**src/rtl/l2_cache_types.sv**
```systemverilog
// Purpose: shared types and constants for the L2 cache controller slice.
// Latency: n/a (declarations only).
// Backpressure: n/a.
//
// Contents: l2_state_t controller states, way count/index width, and the
// encodings of the data-source and pmem-address muxes in the datapath.
package l2_cache_types;

  localparam int L2_WAYS  = 4;
  localparam int L2_WAY_W = 2;

  typedef enum logic [1:0] {
    IDLE      = 2'd0,
    COMPARE   = 2'd1,
    WRITEBACK = 2'd2,
    FETCH     = 2'd3
  } l2_state_t;

  // data_src mux: which line is written into the data array
  localparam logic DATA_SRC_L1   = 1'b0;
  localparam logic DATA_SRC_PMEM = 1'b1;

  // pmem_addr_sel mux: which address is presented to physical memory
  localparam logic PMEM_ADDR_REQ    = 1'b0;
  localparam logic PMEM_ADDR_VICTIM = 1'b1;

endpackage

```
**src/rtl/l2_sat_counter.sv**
```systemverilog
// Purpose: saturating event counter; holds at all-ones instead of wrapping.
// Latency: count reflects an inc pulse on the next rising edge.
// Backpressure: none; one increment per cycle at most.
//
// Ports: clk, rst (sync, active-high), inc (count this cycle),
//        count [CNT_W-1:0] (current value).
module l2_sat_counter #(
  parameter int CNT_W = 32
) (
  input  logic             clk,
  input  logic             rst,
  input  logic             inc,
  output logic [CNT_W-1:0] count
);

  localparam logic [CNT_W-1:0] CNT_ONE = {{(CNT_W-1){1'b0}}, 1'b1};
  localparam logic [CNT_W-1:0] CNT_MAX = {CNT_W{1'b1}};

  always_ff @(posedge clk) begin
    if (rst) begin
      count <= '0;
    end else if (inc && (count != CNT_MAX)) begin
      count <= count + CNT_ONE;
    end
  end

endmodule

```
**src/rtl/l2_cache_control.sv**
```systemverilog
// Purpose: 4-way L2 control FSM: hit/miss decision, dirty writeback, line fill, LRU update, perf counters.
// Latency: hit responds 1 cycle after the request is sampled; misses add writeback/fill pmem transactions.
// Backpressure: L1 holds its request until l2_resp; pmem requests are level-held until pmem_resp.
//
// Ports: clk, rst (sync, active-high); L1 side l2_read/l2_write/l2_resp;
//        datapath side hit_vec, victim_valid/victim_dirty, way_sel, data_we,
//        data_src, tag_load, valid_set, dirty_set, dirty_clr, victim_way;
//        LRU queue lru_index/lru_load/mru; memory side pmem_addr_sel,
//        pmem_read, pmem_write, pmem_resp; counters hit/miss/wb_count.
module l2_cache_control
  import l2_cache_types::*;
#(
  parameter int WAYS  = 4,
  parameter int CNT_W = 32
) (
  input  logic                clk,
  input  logic                rst,
  input  logic                l2_read,
  input  logic                l2_write,
  output logic                l2_resp,
  input  logic [WAYS-1:0]     hit_vec,
  input  logic                victim_valid,
  input  logic                victim_dirty,
  input  logic [L2_WAY_W-1:0] lru_index,
  output logic                lru_load,
  output logic [L2_WAY_W-1:0] mru,
  output logic [L2_WAY_W-1:0] victim_way,
  output logic [L2_WAY_W-1:0] way_sel,
  output logic                data_we,
  output logic                data_src,
  output logic                tag_load,
  output logic                valid_set,
  output logic                dirty_set,
  output logic                dirty_clr,
  output logic                pmem_addr_sel,
  output logic                pmem_read,
  output logic                pmem_write,
  input  logic                pmem_resp,
  output logic [CNT_W-1:0]    hit_count,
  output logic [CNT_W-1:0]    miss_count,
  output logic [CNT_W-1:0]    wb_count
);

  if (WAYS != L2_WAYS) begin : g_bad_ways
    $error("l2_cache_control: WAYS must be 4 to match the 2-bit LRU index");
  end

  // Lowest set bit wins if the datapath ever reports more than one hit.
  function automatic logic [L2_WAY_W-1:0] hit_index(input logic [L2_WAYS-1:0] v);
    hit_index = '0;
    for (int i = L2_WAYS - 1; i >= 0; i--) begin
      if (v[i]) hit_index = i[L2_WAY_W-1:0];
    end
  endfunction

  l2_state_t             state, state_d;
  logic [L2_WAY_W-1:0]   victim_q, victim_d;
  logic                  hit;
  logic                  hit_inc, miss_inc, wb_inc;

  assign hit = |hit_vec;

  always_ff @(posedge clk) begin
    if (rst) begin
      state    <= IDLE;
      victim_q <= '0;
    end else begin
      state    <= state_d;
      victim_q <= victim_d;
    end
  end

  // In COMPARE the victim is not latched yet, but the datapath must already
  // report valid/dirty for the LRU way so the writeback decision can be made
  // this cycle; so the LRU index is forwarded straight through.
  assign victim_way = (state == COMPARE) ? lru_index : victim_q;

  always_comb begin
    state_d       = state;
    victim_d      = victim_q;
    l2_resp       = 1'b0;
    lru_load      = 1'b0;
    mru           = '0;
    way_sel       = '0;
    data_we       = 1'b0;
    data_src      = DATA_SRC_L1;
    tag_load      = 1'b0;
    valid_set     = 1'b0;
    dirty_set     = 1'b0;
    dirty_clr     = 1'b0;
    pmem_addr_sel = PMEM_ADDR_REQ;
    pmem_read     = 1'b0;
    pmem_write    = 1'b0;
    hit_inc       = 1'b0;
    miss_inc      = 1'b0;
    wb_inc        = 1'b0;

    unique case (state)
      IDLE: begin
        if (l2_read || l2_write) state_d = COMPARE;
      end

      COMPARE: begin
        if (hit) begin
          way_sel  = hit_index(hit_vec);
          lru_load = 1'b1;
          mru      = hit_index(hit_vec);
          l2_resp  = 1'b1;
          hit_inc  = 1'b1;
          if (l2_write) begin
            data_we   = 1'b1;
            data_src  = DATA_SRC_L1;
            dirty_set = 1'b1;
          end
          state_d = IDLE;
        end else begin
          victim_d = lru_index;
          miss_inc = 1'b1;
          state_d  = (victim_valid && victim_dirty) ? WRITEBACK : FETCH;
        end
      end

      WRITEBACK: begin
        way_sel       = victim_q;
        pmem_addr_sel = PMEM_ADDR_VICTIM;
        pmem_write    = 1'b1;
        if (pmem_resp) begin
          dirty_clr = 1'b1;
          wb_inc    = 1'b1;
          state_d   = FETCH;
        end
      end

      FETCH: begin
        way_sel       = victim_q;
        pmem_addr_sel = PMEM_ADDR_REQ;
        pmem_read     = 1'b1;
        if (pmem_resp) begin
          data_we   = 1'b1;
          data_src  = DATA_SRC_PMEM;
          tag_load  = 1'b1;
          valid_set = 1'b1;
          dirty_clr = 1'b1;
          // The filled way hits on re-compare, so response and LRU update
          // always come from the hit path.
          state_d   = COMPARE;
        end
      end

      default: state_d = IDLE;
    endcase
  end

  l2_sat_counter #(.CNT_W(CNT_W)) u_hit_cnt (
    .clk   (clk),
    .rst   (rst),
    .inc   (hit_inc),
    .count (hit_count)
  );

  l2_sat_counter #(.CNT_W(CNT_W)) u_miss_cnt (
    .clk   (clk),
    .rst   (rst),
    .inc   (miss_inc),
    .count (miss_count)
  );

  l2_sat_counter #(.CNT_W(CNT_W)) u_wb_cnt (
    .clk   (clk),
    .rst   (rst),
    .inc   (wb_inc),
    .count (wb_count)
  );

  a_hit_onehot: assert property (@(posedge clk) disable iff (rst)
    (state == COMPARE) |-> $onehot0(hit_vec))
    else $error("l2_cache_control: multiple ways hit in COMPARE");

endmodule
```
**config.mk**
```make
export PLATFORM = sky130hd
export DESIGN_NAME = l2_cache_control
export DESIGN_NICKNAME = d
export VERILOG_FILES = /design/src/rtl/l2_cache_types.sv /design/src/rtl/l2_sat_counter.sv /design/src/rtl/l2_cache_control.sv
export SDC_FILE = /design/constraint.sdc
export NUM_CORES = 1
export LEC_CHECK = 0
export BUFFER_PORTS_ARGS = -buffer_cell sky130_fd_sc_hd__buf_2
export CORE_UTILIZATION = 51
export CTS_CLUSTER_SIZE = 20
export DETAILED_ROUTE_END_ITERATION = 8
export GPL_TIMING_DRIVEN = 0
export PLACE_DENSITY = 0.8
export SYNTH_ARGS = -nofsm -noshare
export SYNTH_HDL_FRONTEND = slang
export SYNTH_SLANG_ARGS = --single-unit
```
**constraint.sdc**
```tcl
create_clock -name clk -period 2.9 [get_ports clk]
set_input_delay 0.435 -clock clk [delete_from_list [all_inputs] [get_ports clk]]
set_output_delay 0.435 -clock clk [all_outputs]
set_load 0.005 [all_outputs]
```
==> summary.txt, run 1 <==
Cells and area
  – Share of cells above drive strength 1: 22.07%
  – FF/Latch Area: 2002 um^2
  – Final Core Density: 63.08%
  – Multi-input gate area in the final layout: 3077 um^2
  – Fill count: 903
  – Non-filler instance count after layout: 926
  – Area Overhead vs Synth: 18.14%
  – Final nets: 810
  – Antenna diodes: 0

Power and ir drop
  – Internal: 1749 uW
  – Combinational Power Share: 4.7%
  – Clock share of power: 35.7%
  – Power Total: 2321 uW
  – Peak VDD IR: 0.0002108 V
  – Pwr/cell area: 371.4 nW/um^2
  – Net Sw Frac: 24.65%
  – Part of the power in registers: 59.6%
  – Leak Pwr: 0.002333 uW
  – Net load switching power: 572.2 uW

Yosys
  – Most common cell in the netlist: dfxtp_1
  – Top post-synthesis cells by area: dfxtp_1 38%, a21oi_1 7.4%, or3_1 5.7%
  – Synthesized net count: 675
  – Average cell area after synthesis: 8.091 um^2
  – Synthesized cell area: 5291 um^2
  – Synth top area share: 37.83%
  – Synth warn: 0
  – Distinct cells, synth: 58
  – Mapped Cells: 654
  – Register bit total from synthesis: 100
  – Number of flops mapped to enable cells by yosys: 0
  – Synth top cells by count: 100 x dfxtp_1, 78 x a21oi_1, 50 x nand2_1, 48 x o21ai_0, 48 x or3_1
  – Prevailing post-synth register cell: dfxtp_1
  – Seq/Total Area, Yosys: 37.83%
  – Cell taking the most area after synthesis: dfxtp_1
  – Share of synthesized flip-flops with an asynchronous set or reset: 0%

Global route
  – Overall routing resource usage: 27.56%
  – Global route overflow: 0
  – Antenna violations before repair: 0
  – First-pass GRT wire length: 24790 um
  – Largest net degree at the start of global routing: 17
  – Vias in the first global route: 5397

Setup path
  – CP arrival: 2.91 ns
  – Worst Path Required: 3.15 ns
  – Crit path kind: register to register
  – Max stage delay on crit path: 0.45 ns
  – CP Cell Sequence: inv_1 -> ha_1 -> o41ai_2 -> nor2_1 -> clkbuf_1 -> nand2_1 -> nor3_1 -> mux2_2
  – Worst R2R Path Depth: 8
  – Startpoint Class: register
  – CP max-delay cell: clkbuf_1
  – Worst Path Max Fanout: 10
  – CP endpoint kind: register

STA
  – Final setup TNS: 0 ns
  – Final setup viols: 0
  – Slew HR: 34.65%
  – Max Clock Skew: 0.01867 ns
  – Max Freq: 0.3761 GHz
  – Final worst-path cycle share: 91.69%
  – Worst-Margin Slew: 0.9720 ns
  – RSZ-0062 raised after global routing: false
  – Final Hold Vio Count: 0
  – Minimum clock period: 2.659 ns
  – Pins Over Slew Limit: 0
  – Final WS setup: 0.2409 ns

Route
  – Wire length per cell: 16.53 um
  – Vias after detailed routing: 5834
  – Initial DRT Pass Iterations: 5
  – # DRC: 0
  – Final ANT Viol Nets: 0
  – Vias/cell: 6.300
  – Initial drt markers: 349
  – Total Wirelength: 15310 um

Die
  – Initial core utilization: 53.40%
  – Core Area: 9910 um^2
  – Number of cell rows: 36
  – IO Count: 126
  – DIE WIDTH: 103.9 um
  – Die span in y: 103.9 um
  – Die area: 10790 um^2

Clock tree
  – CTS tree: built
  – Worst skew pair latency: 0.37 ns
  – H-tree depth: 3
  – Setup bufs post-CTS: 0
  – Max clock buf depth: 2
  – CTS root buf: clkbuf_8
  – Num CTS Buffers: 9
  – Post-CTS sizing: 0
  – Worst-path clk slew: 0.09 ns
  – Hold-fix buffers, CTS: 0
  – CTS Sinks: 100

Outcome
  – Status: complete, no violations

Place
  – HPWL after detailed placement: 11090 um
  – Gpl congestion: 0.9127
  – Port Buffers: 124
  – Dpl cells: 911
  – Pre-CTS setup slack: 0.3496 ns

Run
  – Maxcap violations: 0

Min path
  – Hold Path Class: primary input to register
  – Hold depth: 3
==> metal layers <==
layer	global-route usage (%)	wire, um
met5	0	0
met4	12.45	349
met2	45.86	7274
met1	35.71	6573
met3	3.446	1111
==> cell families after synthesis <==
| kind of cell | Yosys count | share of synthesized area, % |
|---|---|---|
| AOI/OAI and AO/OA | 181 | 20.34 |
| xor gates and xnor gates | 9 | 1.490 |
| adders and majority gates | 8 | 1.892 |
| buffers and inverters | 50 | 4.020 |
| DFF | 100 | 37.83 |
| muxes | 8 | 1.679 |
| and+or+nand+nor | 298 | 32.75 |
==> final cells by class <==
| class | count | share of cell area [%] |
|---|---|---|
| plain buffers | 33 | 2.382 |
| clock buffers | 10 | 2.202 |
| clock inverters | 5 | 0.5604 |
| inverters | 17 | 1.021 |
| multi-input cells | 504 | 49.22 |
| flip-flops and latches | 100 | 32.03 |
| well taps | 133 | 2.662 |
| repair buffers | 124 | 9.928 |
==> power by group through the flow <==
stage | clock (uW) | combinational [uW] | sequential [uW]
floorplan | 0 | 60.4 | 1410
global placement | 0 | 105 | 1410
detailed placement | 0 | 107 | 1410
CTS | 842 | 108 | 1380
global route | 895 | 118 | 1380
finish | 829 | 109 | 1380
==> flip-flops by register name (all words and copies together), names as in the netlist <==
name              cells
state                 2
u_hit_cnt.count      32
u_miss_cnt.count     32
u_wb_cnt.count       32
victim_q              2
==> critical path: cells and delay by family (launching register included) <==
kind	cells	cell delay [ns]
multiplexers	1	0.36
buffers and inverters	2	0.56
flip-flops	1	0.36
adder cells (fa/ha/maj)	1	0.33
AO/OA/AOI/OAI	1	0.22
AND/OR/NAND/NOR	3	0.71
==> metrics by stage <==
step	area (um^2)	hold slack, ns
final	6251	0.3457
after CTS	6251	0.3364
after global placement	6078	0.4691
after global routing	6251	0.3576
after floorplan	5291	0.4653
after detailed placement	6078	0.4961
==> cell usage in the layout, fill, tap and decap left out, types with 3 or more instances in the layout <==
cell type	n
inv_1	15
buf_2	132
mux2_2	7
ha_1	8
nand4_1	29
and2_1	8
buf_4	4
nor2_1	36
clkbuf_1	21
and4_1	13
nor4_1	6
nor3_1	16
or2_2	4
dfxtp_1	100
xor2_1	3
or3_1	48
nor2b_1	4
a21oi_1	78
and3_1	11
nand2_1	50
xnor2_1	6
o21ai_0	48
o31ai_1	27
o21a_1	4
or4_1	28
nand3_1	30
clkbuf_8	10
o211ai_1	4
==> final timing paths <==
check                       startpoint              endpoint  slack (ns)
hold reg to reg   u_miss_cnt.count[21]  u_miss_cnt.count[21]        0.51
hold / removal            lru_index[0]           victim_q[0]        0.35
setup / recovery              state[1]   u_hit_cnt.count[15]        0.24
setup reg to reg              state[1]   u_hit_cnt.count[15]        0.24
No activity file was read; power rests on OpenSTA's default activity.
==> run 2, diff against run 1 <==
Settings changed: CORE_UTILIZATION 51 to 49, PLACE_DENSITY 0.8 to 0.81.
Clock period 2.9 ns to 2.4 ns, I/O delays scaled along.
==> run 2 against run 1 <==
Against the previous run:
- core utilization down 1.3 points
- total power up 30%
- critical path depth down 2
- sequential power up 21%
- highest routed layer unchanged
- worst setup slack worse by 0.15 ns
- clock power up 44%
- clock skew down 0.0015 ns
- global-route usage down 1.0 points
- hold slack worse by 0.051 ns
- routed wire length up 0.99%
==> summary.txt, run 2 (same netlist as run 1, synthesis figures left out) <==
Cells and area
  – Commonest cells after routing, fill and taps aside: 131 x buf_2, 100 x dfxtp_1, 78 x a21oi_1
  – Area Overhead vs Synth: 21.59%
  – Regs by FF count: u_hit_cnt.count (32), u_miss_cnt.count (32), u_wb_cnt.count (32)
  – Fill count: 921
  – Most common cell after layout, fill and taps aside: buf_2
  – Share of cells above drive strength 1: 24.72%
  – Final nets: 817
  – Antenna diodes: 0
  – Non-filler instance count after layout: 937

Clock tree
  – Worst-path clk slew: 0.10 ns
  – CTS tree: built
  – Worst skew pair latency: 0.37 ns
  – CTS Sinks: 100
  – Max clock buf depth: 2
  – CTS root buf: clkbuf_8
  – Num CTS Buffers: 9
  – H-tree depth: 3

Power and ir drop
  – Net Sw Frac: 24.44%
  – Clock share of power: 39.6%
  – Combinational Power Share: 4.8%
  – Leak Pwr: 0.002458 uW
  – Internal: 2275 uW
  – Power Total: 3011 uW
  – Peak VDD IR: 0.0003807 V
  – Part of the power in registers: 55.5%
  – Net load switching power: 736.0 uW
  – Pwr/cell area: 468.0 nW/um^2

Global route
  – Antenna violations before repair: 0
  – First-pass GRT wire length: 24130 um
  – Vias in the first global route: 4998
  – Overall routing resource usage: 26.56%
  – Largest net degree at the start of global routing: 18
  – Global route overflow: 0

Outcome
  – Status: complete, no violations

STA
  – Max Clock Skew: 0.01721 ns
  – Pins Over Slew Limit: 0
  – Final WS setup: 0.08957 ns
  – Final setup viols: 0
  – Hold slack: 0.2942 ns
  – Slew HR: 44.95%
  – Final Hold Vio Count: 0
  – Minimum clock period: 2.310 ns
  – Final worst-path cycle share: 96.27%
  – Max Freq: 0.4328 GHz
  – Worst-Margin Slew: 0.8187 ns

Setup path
  – CP endpoint kind: primary output
  – Max stage delay on crit path: 0.72 ns
  – R2R Setup Slk: 0.11 ns
  – Crit path kind: primary input to primary output
  – Reg2Reg Launch Point: state[0]
  – Worst Path Required: 2.04 ns
  – CP arrival: 1.95 ns
  – CP max-delay cell: o41ai_2
  – Worst Path Max Fanout: 6
  – CP dominant cell by count: buf_2
  – Startpoint Class: primary input
  – Worst R2R End: u_wb_cnt.count[15]
  – Worst R2R Path Depth: 7
  – Crit path max-delay family: compound AO/OA/AOI/OAI gates
  – Buf/Inv on CP: 3
  – CP Cell Sequence: buf_2 -> o41ai_2 -> inv_2 -> and2_1 -> or2_2 -> buf_2

Run
  – Maxcap violations: 0

Die
  – Initial core utilization: 50.80%
  – IO Count: 126
  – Number of cell rows: 37
  – Die area: 11220 um^2
  – DIE WIDTH: 105.9 um
  – Core Area: 10420 um^2
  – Die span in y: 105.9 um

Min path
  – Hold depth: 3
  – Min-delay src: lru_index[1]
  – Hold Path End: victim_q[1]
  – Hold Path Class: primary input to register

Place
  – Gpl congestion: 0.9234
  – Dpl cells: 914
  – Pre-CTS setup slack: -0.1674 ns
  – Port Buffers: 124
  – HPWL after detailed placement: 11100 um

Route
  – Wire length per cell: 16.50 um
  – Vias/cell: 6.207
  – Initial drt markers: 368
  – Initial DRT Pass Iterations: 5
  – Vias after detailed routing: 5816
  – # DRC: 0
  – Total Wirelength: 15460 um
  – Final ANT Viol Nets: 0
-- run 2: cell types whose count changed in the layout (fill, tap and decap cells not counted), moves of 2 or more --
cell	previous run	this run
clkbuf_1	21	17
nor3_4	0	2
clkbuf_2	0	4
ha_1	8	6
nand3_1	30	28
clkinv_4	0	2
buf_4	4	11
nand3_2	1	3
nor3_1	16	13
clkinv_2	2	0
-- run 2: timing repair --
item	4_1_cts	5_1_grt
hold buffers	0	0
setup endpoints to repair	20	60
gates resized for setup	3	20
buffers inserted	3	4
pin swaps	0	3
-- run 2: how the worst max path moves through the flow --
stage,startpoint,endpoint,slack [ns],depth (start not counted)
final,hit_vec[3],data_we,0.09,6
after global routing,u_wb_cnt.count[8],u_wb_cnt.count[20],-0.08,5
after CTS,state[0],u_wb_cnt.count[26],-0.001,7
after detailed placement,state[1],u_hit_cnt.count[25],-0.17,8
after global placement,state[1],u_hit_cnt.count[25],-0.06,8
after floorplan,state[1],u_miss_cnt.count[25],0.30,8
-- run 2: power groups by stage --
stage	clock (uW)	sequential [uW]	combinational, uW
floorplan	0	1710	73.0
global placement	0	1710	127
detailed placement	0	1710	131
CTS	1200	1670	140
global route	1270	1670	158
finish	1190	1670	145
-- run 2: cell type report --
cell class / count / area [um^2] / share of cell area, %
Inverter: 17 / 63.81 / 0.9918
Buffer: 33 / 156.4 / 2.431
Clock inverter: 5 / 67.56 / 1.050
Tap cell: 136 / 170.2 / 2.645
Timing Repair Buffer: 131 / 673.1 / 10.46
Multi-Input combinational cell: 504 / 3149 / 48.95
Sequential cell: 100 / 2002 / 31.12
Clock buffer: 11 / 151.4 / 2.353
-- run 2: worst min-delay path, cell delays in order --
cell     delay [ns]
buf_2          0.10
a32oi_1        0.09
nor2_1         0.08
-- run 2: per-stage QoR --
stage	setup TNS (ns)	cell area [um^2]	util, %
2_1_floorplan	0	5291	-
3_3_place_gp	-0.07555	6082	58.39
3_5_place_dp	-1.049	6082	58.39
4_1_cts	-0.001008	6332	60.79
5_1_grt	-0.1706	6434	61.77
6_report	0	6434	61.77
-- run 2: routing by layer --
| layer | track usage, % | up-vias | part of all wire [%] |
|---|---|---|---|
| met3 | 4.353 | 22 | 8.1 |
| met1 | 34.68 | 2739 | 42 |
| met5 | 0 | - | 0 |
| met2 | 45.61 | 278 | 48 |
| met4 | 6.647 | 0 | 1.3 |
| li1 | - | 2777 | - |
==> run 3, diff against run 2 <==
Settings changed: RECOVER_POWER from default to 100.
==> run 3 against run 2 <==
Against the previous run:
- sequential cell count stayed put
- hold slack worse by 0.0024 ns
- global-route usage stayed put
- die area stayed put
- critical endpoint unchanged
- largest power group unchanged
- via count is 0.24% higher
==> summary.txt, run 3 (same netlist as run 1, synthesis figures left out) <==
Outcome
  – Status: complete, no violations

Power and ir drop
  – Pwr/cell area: 470.8 nW/um^2
  – Leak Pwr: 0.002311 uW
  – Power Total: 3009 uW
  – Peak VDD IR: 0.0003789 V

Die
  – IO Count: 126
  – Initial core utilization: 50.80%
  – Core Area: 10420 um^2
  – Die span in y: 105.9 um
  – DIE WIDTH: 105.9 um
  – Die area: 11220 um^2
  – Number of cell rows: 37

Global route
  – Largest net degree at the start of global routing: 18
  – Vias in the first global route: 4998
  – First-pass GRT wire length: 24130 um
  – Global route overflow: 0
  – Antenna violations before repair: 0
  – Overall routing resource usage: 26.56%

STA
  – Final setup TNS: 0 ns
  – Hold slack: 0.2918 ns
  – Final worst-path cycle share: 96.21%
  – Pins Over Slew Limit: 0
  – Slew HR: 46.50%
  – Final WS setup: 0.09106 ns
  – Minimum clock period: 2.309 ns
  – Final setup viols: 0
  – Final Hold Vio Count: 0
  – Worst-Margin Slew: 0.7956 ns
  – Max Clock Skew: 0.01559 ns
  – Max Freq: 0.4331 GHz

Place
  – HPWL after detailed placement: 11100 um
  – Gpl congestion: 0.9234
  – Port Buffers: 124
  – Dpl cells: 914
  – Pre-CTS setup slack: -0.1674 ns

Cells and area
  – Commonest cells after routing, fill and taps aside: 100 x dfxtp_1, 93 x buf_2, 78 x a21oi_1
  – Area Overhead vs Synth: 20.79%
  – Share of cells above drive strength 1: 20.72%
  – Regs by FF count: u_hit_cnt.count (32), u_miss_cnt.count (32), u_wb_cnt.count (32)
  – Non-filler instance count after layout: 937
  – Final nets: 817
  – Most common cell after layout, fill and taps aside: dfxtp_1
  – Antenna diodes: 0

Route
  – Initial drt markers: 335
  – Vias after detailed routing: 5830
  – Total Wirelength: 15400 um
  – # DRC: 0
  – Final ANT Viol Nets: 0
  – Vias/cell: 6.222
  – Initial DRT Pass Iterations: 5
  – Wire length per cell: 16.43 um

Setup path
  – Worst Path Max Fanout: 6
  – Worst Path Required: 2.04 ns
  – Crit path max-delay family: compound AO/OA/AOI/OAI gates
  – Buf/Inv on CP: 3
  – CP max-delay cell: o41ai_2
  – Crit path kind: primary input to primary output
  – Max stage delay on crit path: 0.73 ns
  – CP endpoint kind: primary output
  – CP Cell Sequence: buf_2 -> o41ai_2 -> inv_2 -> and2_1 -> or2_2 -> buf_2
  – CP arrival: 1.95 ns
  – Startpoint Class: primary input
  – CP dominant cell by count: buf_2

Clock tree
  – Worst skew pair latency: 0.37 ns
  – Worst-path clk slew: 0.10 ns
  – Max clock buf depth: 2
  – Hold-fix buffers, CTS: 0
  – CTS tree: built
  – H-tree depth: 3
  – CTS root buf: clkbuf_8
  – CTS Sinks: 100
  – Num CTS Buffers: 9

Min path
  – Hold Path Class: primary input to register

Run
  – Maxcap violations: 0
run 3: changes by cell type in the layout (fill, tap and decap cells not counted):
cell / delta
and2_1: -1
clkbuf_2: +7
buf_4: -3
buf_2: -38
clkbuf_1: +32
and2_0: +1
clkbuf_4: +2
run 3: metal layers:
| layer | track usage [%] | wire length, um | vias up |
|---|---|---|---|
| met2 | 45.61 | 7431 | 265 |
| li1 | - | - | 2774 |
| met3 | 4.353 | 1229 | 19 |
| met4 | 6.647 | 193 | 0 |
| met1 | 34.68 | 6539 | 2772 |
| met5 | 0 | 0 | - |
run 3: area by class of cell:
type	count	area, um^2
Timing Repair Buffer	131	634.4
Fill cell	943	4025
Multi-Input combinational cell	504	3149
Clock buffer	11	151.4
Sequential cell	100	2002
Tap cell	136	170.2
Buffer	33	152.6
Clock inverter	5	67.56
Inverter	17	63.81
run 3: path summary, 6_finish.rpt:
| path | startpoint | endpoint | slack (ns) | cells past startpoint |
|---|---|---|---|---|
| hold reg to reg | u_hit_cnt.count[31] | u_hit_cnt.count[31] | 0.51 | 2 |
| setup reg to reg | state[0] | u_wb_cnt.count[15] | 0.10 | 7 |
| hold / removal | lru_index[1] | victim_q[1] | 0.29 | 3 |
| setup / recovery | hit_vec[3] | data_we | 0.09 | 6 |
run 3: power breakdown:
| group | total, uW | internal, uW | switching [uW] |
|---|---|---|---|
| clock | 1190 | 555 | 637 |
| sequential | 1670 | 1660 | 8.44 |
| combinational | 144 | 54.7 | 89.3 |
| total | 3010 | 2270 | 735 |
run 3: repair_timing:
item / 4_1_cts / 5_1_grt
setup endpoints to repair: 20 / 60
gates cloned: 0 / 0
setup buffers: 3 / 4
endpoints found under the hold margin: 0 / 0
pin swaps: 0 / 3
gates resized for setup: 3 / 20
run 3: worst reg2reg max path, delay by kind of cell (launching register included):
kind                     cells  cell delay, ns
buffers and inverters        1            0.14
flip-flops                   1            0.38
AO/OA/AOI/OAI                1            0.14
adder cells (fa/ha/maj)      1            0.32
AND/OR/NAND/NOR              4            1.27
run 3: metrics by stage:
stage / util, % / cell area, um^2
final: 61.36 / 6391
after global routing: 61.36 / 6391
after CTS: 60.79 / 6332
after detailed placement: 58.39 / 6082
after global placement: 58.39 / 6082
after floorplan: - / 5291
